`config.mk`:
```
export PLATFORM = sky130hd
export DESIGN_NAME = endnode_link_sender
export DESIGN_NICKNAME = d
export VERILOG_FILES = /design/src/rtl/endnode_link_sender.sv
export SDC_FILE = /design/constraint.sdc
export NUM_CORES = 1
export LEC_CHECK = 0
export ABC_AREA = 0
export CAP_MARGIN = 20
export CORE_MARGIN = 4
export CORE_UTILIZATION = 41
export CTS_CLUSTER_SIZE = 14
export DETAILED_ROUTE_END_ITERATION = 6
export GPL_ROUTABILITY_DRIVEN = 0
export PLACE_DENSITY = 0.9
export SLEW_MARGIN = 20
export SYNTH_ARGS = -nofsm -noshare
export SYNTH_HDL_FRONTEND = slang
export SYNTH_SLANG_ARGS = --single-unit
```
`constraint.sdc`:
```
create_clock -name CLK -period 3.35 [get_ports CLK]
set_input_delay 0.67 -clock CLK [delete_from_list [all_inputs] [get_ports CLK]]
set_output_delay 0.67 -clock CLK [all_outputs]
set_load 0.02 [all_outputs]
```
`src/rtl/endnode_link_sender.sv`:
```
// Switch-side TX driver toward an endnode: forwards queued packets under per-VC credit
// control and injects ACK komma flits ahead of data whenever the RX side requests one.
module endnode_link_sender #(
    parameter int FLIT_W     = 32,
    parameter int NVC        = 2,
    parameter int CREDIT_MAX = 8,
    parameter int ACK_DEPTH  = 3,
    localparam int VC_W = (NVC > 1) ? $clog2(NVC) : 1,
    localparam int CW   = $clog2(CREDIT_MAX + 1),
    localparam int AW   = $clog2(ACK_DEPTH + 1)
) (
    input  logic              CLK,
    input  logic              nRST,
    input  logic              in_valid,
    input  logic [FLIT_W-1:0] in_flit,
    input  logic              in_sof,
    input  logic              in_eof,
    input  logic [VC_W-1:0]   in_vc,
    output logic              in_ready,
    input  logic              ack_req,
    input  logic [FLIT_W-1:0] ack_flit,
    input  logic [NVC-1:0]    grtcred_rx,
    input  logic              get_data,
    output logic [FLIT_W-1:0] flit_tx,
    output logic              start_tx,
    output logic              send_next_flit_tx,
    output logic              done_tx,
    output logic              packet_done_tx,
    output logic [NVC*CW-1:0] credit_cnt,
    output logic              proto_err
);

    typedef enum logic [1:0] {
        IDLE,
        ACK_WAIT,
        DATA_WAIT,
        FETCH
    } state_t;

    state_t          state_reg;
    logic [AW-1:0]   ack_cnt_reg;
    logic [CW-1:0]   credit_arr [NVC];
    logic [CW-1:0]   head_credit;
    logic            vc_ok;
    logic            ack_pending;
    logic            launch_ack;
    logic            launch_data;
    logic            drop_flit;
    logic            ack_done;
    logic            data_done;
    logic            ack_overflow;

    assign vc_ok       = int'(in_vc) < NVC;
    assign head_credit = vc_ok ? credit_arr[in_vc] : '0;

    // An ack_req arriving while idle is served at once so it beats a waiting sof.
    assign ack_pending = (ack_cnt_reg != '0) || ack_req;
    assign launch_ack  = (state_reg == IDLE) && ack_pending;
    assign launch_data = (state_reg == IDLE) && !ack_pending && in_valid && in_sof &&
                         (head_credit != '0);
    assign drop_flit   = (state_reg == IDLE) && !ack_pending && in_valid && !in_sof;
    assign ack_done    = (state_reg == ACK_WAIT) && get_data;
    assign data_done   = (state_reg == DATA_WAIT) && get_data;

    // The queue head is only popped once the phy has taken it, so in_eof still
    // describes the flit being handed off.
    assign in_ready       = drop_flit || data_done;
    assign done_tx        = ack_done || data_done;
    assign packet_done_tx = ack_done || (data_done && in_eof);

    // An ACK stays counted until its flit is handed off.
    assign ack_overflow = ack_req && !ack_done && (ack_cnt_reg == AW'(ACK_DEPTH));

    always_ff @(posedge CLK or negedge nRST) begin
        if (!nRST) begin
            ack_cnt_reg <= '0;
        end else if (ack_req && !ack_done && !ack_overflow) begin
            ack_cnt_reg <= ack_cnt_reg + AW'(1);
        end else if (!ack_req && ack_done) begin
            ack_cnt_reg <= ack_cnt_reg - AW'(1);
        end
    end

    always_ff @(posedge CLK or negedge nRST) begin
        if (!nRST) begin
            state_reg         <= IDLE;
            flit_tx           <= '0;
            start_tx          <= 1'b0;
            send_next_flit_tx <= 1'b0;
            proto_err         <= 1'b0;
        end else begin
            start_tx          <= 1'b0;
            send_next_flit_tx <= 1'b0;
            case (state_reg)
                IDLE: begin
                    if (launch_ack) begin
                        flit_tx   <= ack_flit;
                        start_tx  <= 1'b1;
                        state_reg <= ACK_WAIT;
                    end else if (launch_data) begin
                        flit_tx   <= in_flit;
                        start_tx  <= 1'b1;
                        state_reg <= DATA_WAIT;
                    end else if (drop_flit) begin
                        proto_err <= 1'b1;
                    end
                end
                ACK_WAIT: begin
                    if (get_data) begin
                        state_reg <= IDLE;
                    end
                end
                DATA_WAIT: begin
                    if (get_data) begin
                        state_reg <= in_eof ? IDLE : FETCH;
                    end
                end
                FETCH: begin
                    if (in_valid) begin
                        flit_tx           <= in_flit;
                        send_next_flit_tx <= 1'b1;
                        state_reg         <= DATA_WAIT;
                        if (in_sof) begin
                            proto_err <= 1'b1;
                        end
                    end
                end
                default: state_reg <= IDLE;
            endcase
            if (ack_overflow) begin
                proto_err <= 1'b1;
            end
        end
    end

    genvar gi;
    generate
        for (gi = 0; gi < NVC; gi++) begin : g_credit
            logic [CW-1:0] cnt_reg;
            logic          dec;

            assign dec = launch_data && (in_vc == VC_W'(gi));

            always_ff @(posedge CLK or negedge nRST) begin
                if (!nRST) begin
                    cnt_reg <= CW'(CREDIT_MAX);
                end else if (grtcred_rx[gi] && !dec) begin
                    if (cnt_reg != CW'(CREDIT_MAX)) begin
                        cnt_reg <= cnt_reg + CW'(1);
                    end
                end else if (dec && !grtcred_rx[gi]) begin
                    cnt_reg <= cnt_reg - CW'(1);
                end
            end

            assign credit_arr[gi]          = cnt_reg;
            assign credit_cnt[gi*CW +: CW] = cnt_reg;
        end
    endgenerate

endmodule

```
==> results_dict.tcl <==
set metrics [dict create \
    hold_buffers 0 \
    status "finished, final reports clean" \
    antenna_left 0 \
    drt-total-wl_um 6780 \
    cts_resized 0 \
    rsz0062_at_grt "false" \
    cts.clk_slew.worst_paths_ps 80 \
    period_needed_ps 3050 \
    r2r_cells 9 \
    stdcell_count 462 \
    core_um2 5990 \
    cp_common_cell "clkdlybuf4s50_1" \
    drtIter0Drc 104 \
    grt_pass1_wl_um 10900 \
    nets 466 \
    cts.sinks 47 \
    crit_end "in_ready" \
    initial_core_util_pct 42.9 \
    startpoint "ack_req" \
    num_vias 2391 \
    peakVddDrop_v 0.000434 \
    post_cts_buffers 0 \
    cp-start-kind "input port" \
    hold_violations 0 \
    reg2reg_to "g_credit[1].cnt_reg[3]" \
    post_synth_num_cell_types 44 \
    clk_path_buf_depth 2 \
    overflow 0 \
    htreeDepth 2 \
    io_pins 120 \
    die_y_um 87.2 \
    required_ps 2680 \
    async_reset_ff_share_pct 100 \
    worstPathCellList "clkdlybuf4s50_1, inv_1, nand2_1, nor4b_1, a21oi_1, nor2_1, clkdlybuf4s50_1" \
    reg2reg_from "state_reg[1]" \
    postSynthCellCount 264 \
    std_cell_rows 28 \
    worstSetupPathType "in -> out" \
    cts_root_buf "clkbuf_8" \
    synth_top_area_cell "dfrtp_1" \
    p_per_area_nw_per_um2 722 \
    placed_cells 454 \
    r2r_setup_slack_ps 660 \
    die_area_um2 7600 \
    fin_tns_setup_ps 0 \
    grt_pass1_vias 2482 \
    period_share_pct 91.1 \
    diodes 0 \
    io_buffers 119 \
    yosysTopAreaCellShare_pct 43.8 \
    via_per_inst 5.18 \
    synth.most_common_cell "nand2_1" \
    yosys_register_bits 47 \
    yosys-top-cells-area "dfrtp_1, mux2i_1, nand2_1" \
    dp_hpwl_um 5480 \
    drc 0 \
    multi_input_area_um2 1310 \
    worstPathArrival_ps 2380 \
    maxCapViolCount 0 \
    crit_fanout 3 \
    antenna_found_initial 0 \
    synth_nets 344 \
    synth_edf_count 0 \
    die_w_um 87.2 \
    ys_seq_area_share_pct 45.9 \
    wl_per_cell_um 14.7 \
    cts_tree "done" \
    globalRouteTotalUtil_pct 18.0 \
    worst_pin_slew_ps 576 \
    synthesis.area_um2 2570 \
    clkLatencyLatePin_ps 290 \
    yosysWarnings 0 \
    ff_latch_area_um2 1180 \
    max_freq_ghz 0.328 \
    grt_max_degree 48 \
    power_leakage_nw 1.65 \
    end_kind "primary output" \
    drive_gt1_share_pct 6.72 \
    drt_first_pass_iters 4 \
    hp-class "in -> async" \
    largest_register_ffs 32 \
    finalSetupViolations 0 \
    slew_headroom_pct 61.6 \
    nFillCells 445 \
    synth.top_cells.by_count "nand2_1, dfrtp_1, mux2i_1, o21ai_0" \
    cts_made_buffers 5 \
    cp_slowest_cell "clkdlybuf4s50_1" \
    syn_area_per_cell_um2 9.73 \
    drv_slew 0 \
    syn_to_final_growth_pct 55.9 \
    finClkSkew_ps 6.03 \
    synth_top_flop_cell "dfrtp_1" \
    crit_path_max_incr_delay_ps 610 \
]
worst max-delay path, delay by kind of cell:
kind,cells,cell delay [ps]
AND/OR/NAND/NOR,3,470
buffers and inverters,3,1180
AO/OA/AOI/OAI,1,70
stage by stage:
| stage | utilization (%) | power [mW] | instance area, um2 | setup slack, ps | hold slack [ps] |
|---|---|---|---|---|---|
| 5_1_grt | 66.8 | 3.09 | 4000 | 112 | 423 |
| 2_1_floorplan | - | 1.74 | 2570 | 461 | 374 |
| 3_3_place_gp | 64.6 | 2.38 | 3870 | 170 | 463 |
| 6_report | 66.8 | 2.89 | 4000 | 297 | 379 |
| 4_1_cts | 66.8 | 2.92 | 4000 | 294 | 488 |
| 3_5_place_dp | 64.6 | 2.44 | 3870 | 3.73 | 468 |
per-layer routing:
metal | vias up | GRT usage, % | part of all wire, %
met4 | 0 | 5.16 | 1.3
met3 | 10 | 4.45 | 9.0
met2 | 85 | 33.3 | 50
met1 | 1109 | 20.4 | 39
met5 | - | 0 | 0
li1 | 1187 | - | -
layout make-up:
cell class                 instances  area share [%]
clock inverter                     2            1.50
timing repair buffer             130            31.8
multi-input combinational        198            32.8
clock buffer                       6            1.81
sequential                        47            29.4
inverter                           4           0.375
tap                               75            2.34
where the power goes:
group	switching, mW	internal (mW)
Sequential	0.188	0.794
Combinational	0.726	0.707
Clock	0.180	0.298
Total	1.09	1.80
worst min-delay path by stage:
stage / to / startpoint / cells after the start / slack [ps]
2_1_floorplan: ack_cnt_reg[0] / nRST / 0 / 370
3_3_place_gp: flit_tx[28] / flit_tx[28] / 2 / 460
3_5_place_dp: proto_err / proto_err / 2 / 470
4_1_cts: proto_err / proto_err / 2 / 490
5_1_grt: flit_tx[13] / nRST / 1 / 420
6_report: g_credit[1].cnt_reg[2] / nRST / 1 / 380
placed cells by master, fill, tap and decap left out, types with 5 or more instances in the layout:
cell	instances
mux2i_1	34
o21ai_0	30
nor3_1	5
clkbuf_8	5
a21oi_1	7
dfrtp_1	45
buf_4	12
clkdlybuf4s50_1	118
nand2_1	47
nor2_1	7
o21ai_1	9
logic make-up (layout without fill, tap and decap cells):
group | Yosys count | count (layout) | synth area share, %
mux | 36 | 36 | 14.6
xor+xnor | 5 | 5 | 1.71
buf+inv | 19 | 142 | 3.21
compound gates | 67 | 67 | 16.0
simple gates | 84 | 84 | 15.1
flops | 47 | 47 | 45.9
fa+ha+maj | 6 | 6 | 3.51
Note: power is estimated with default switching activity, not from simulation.
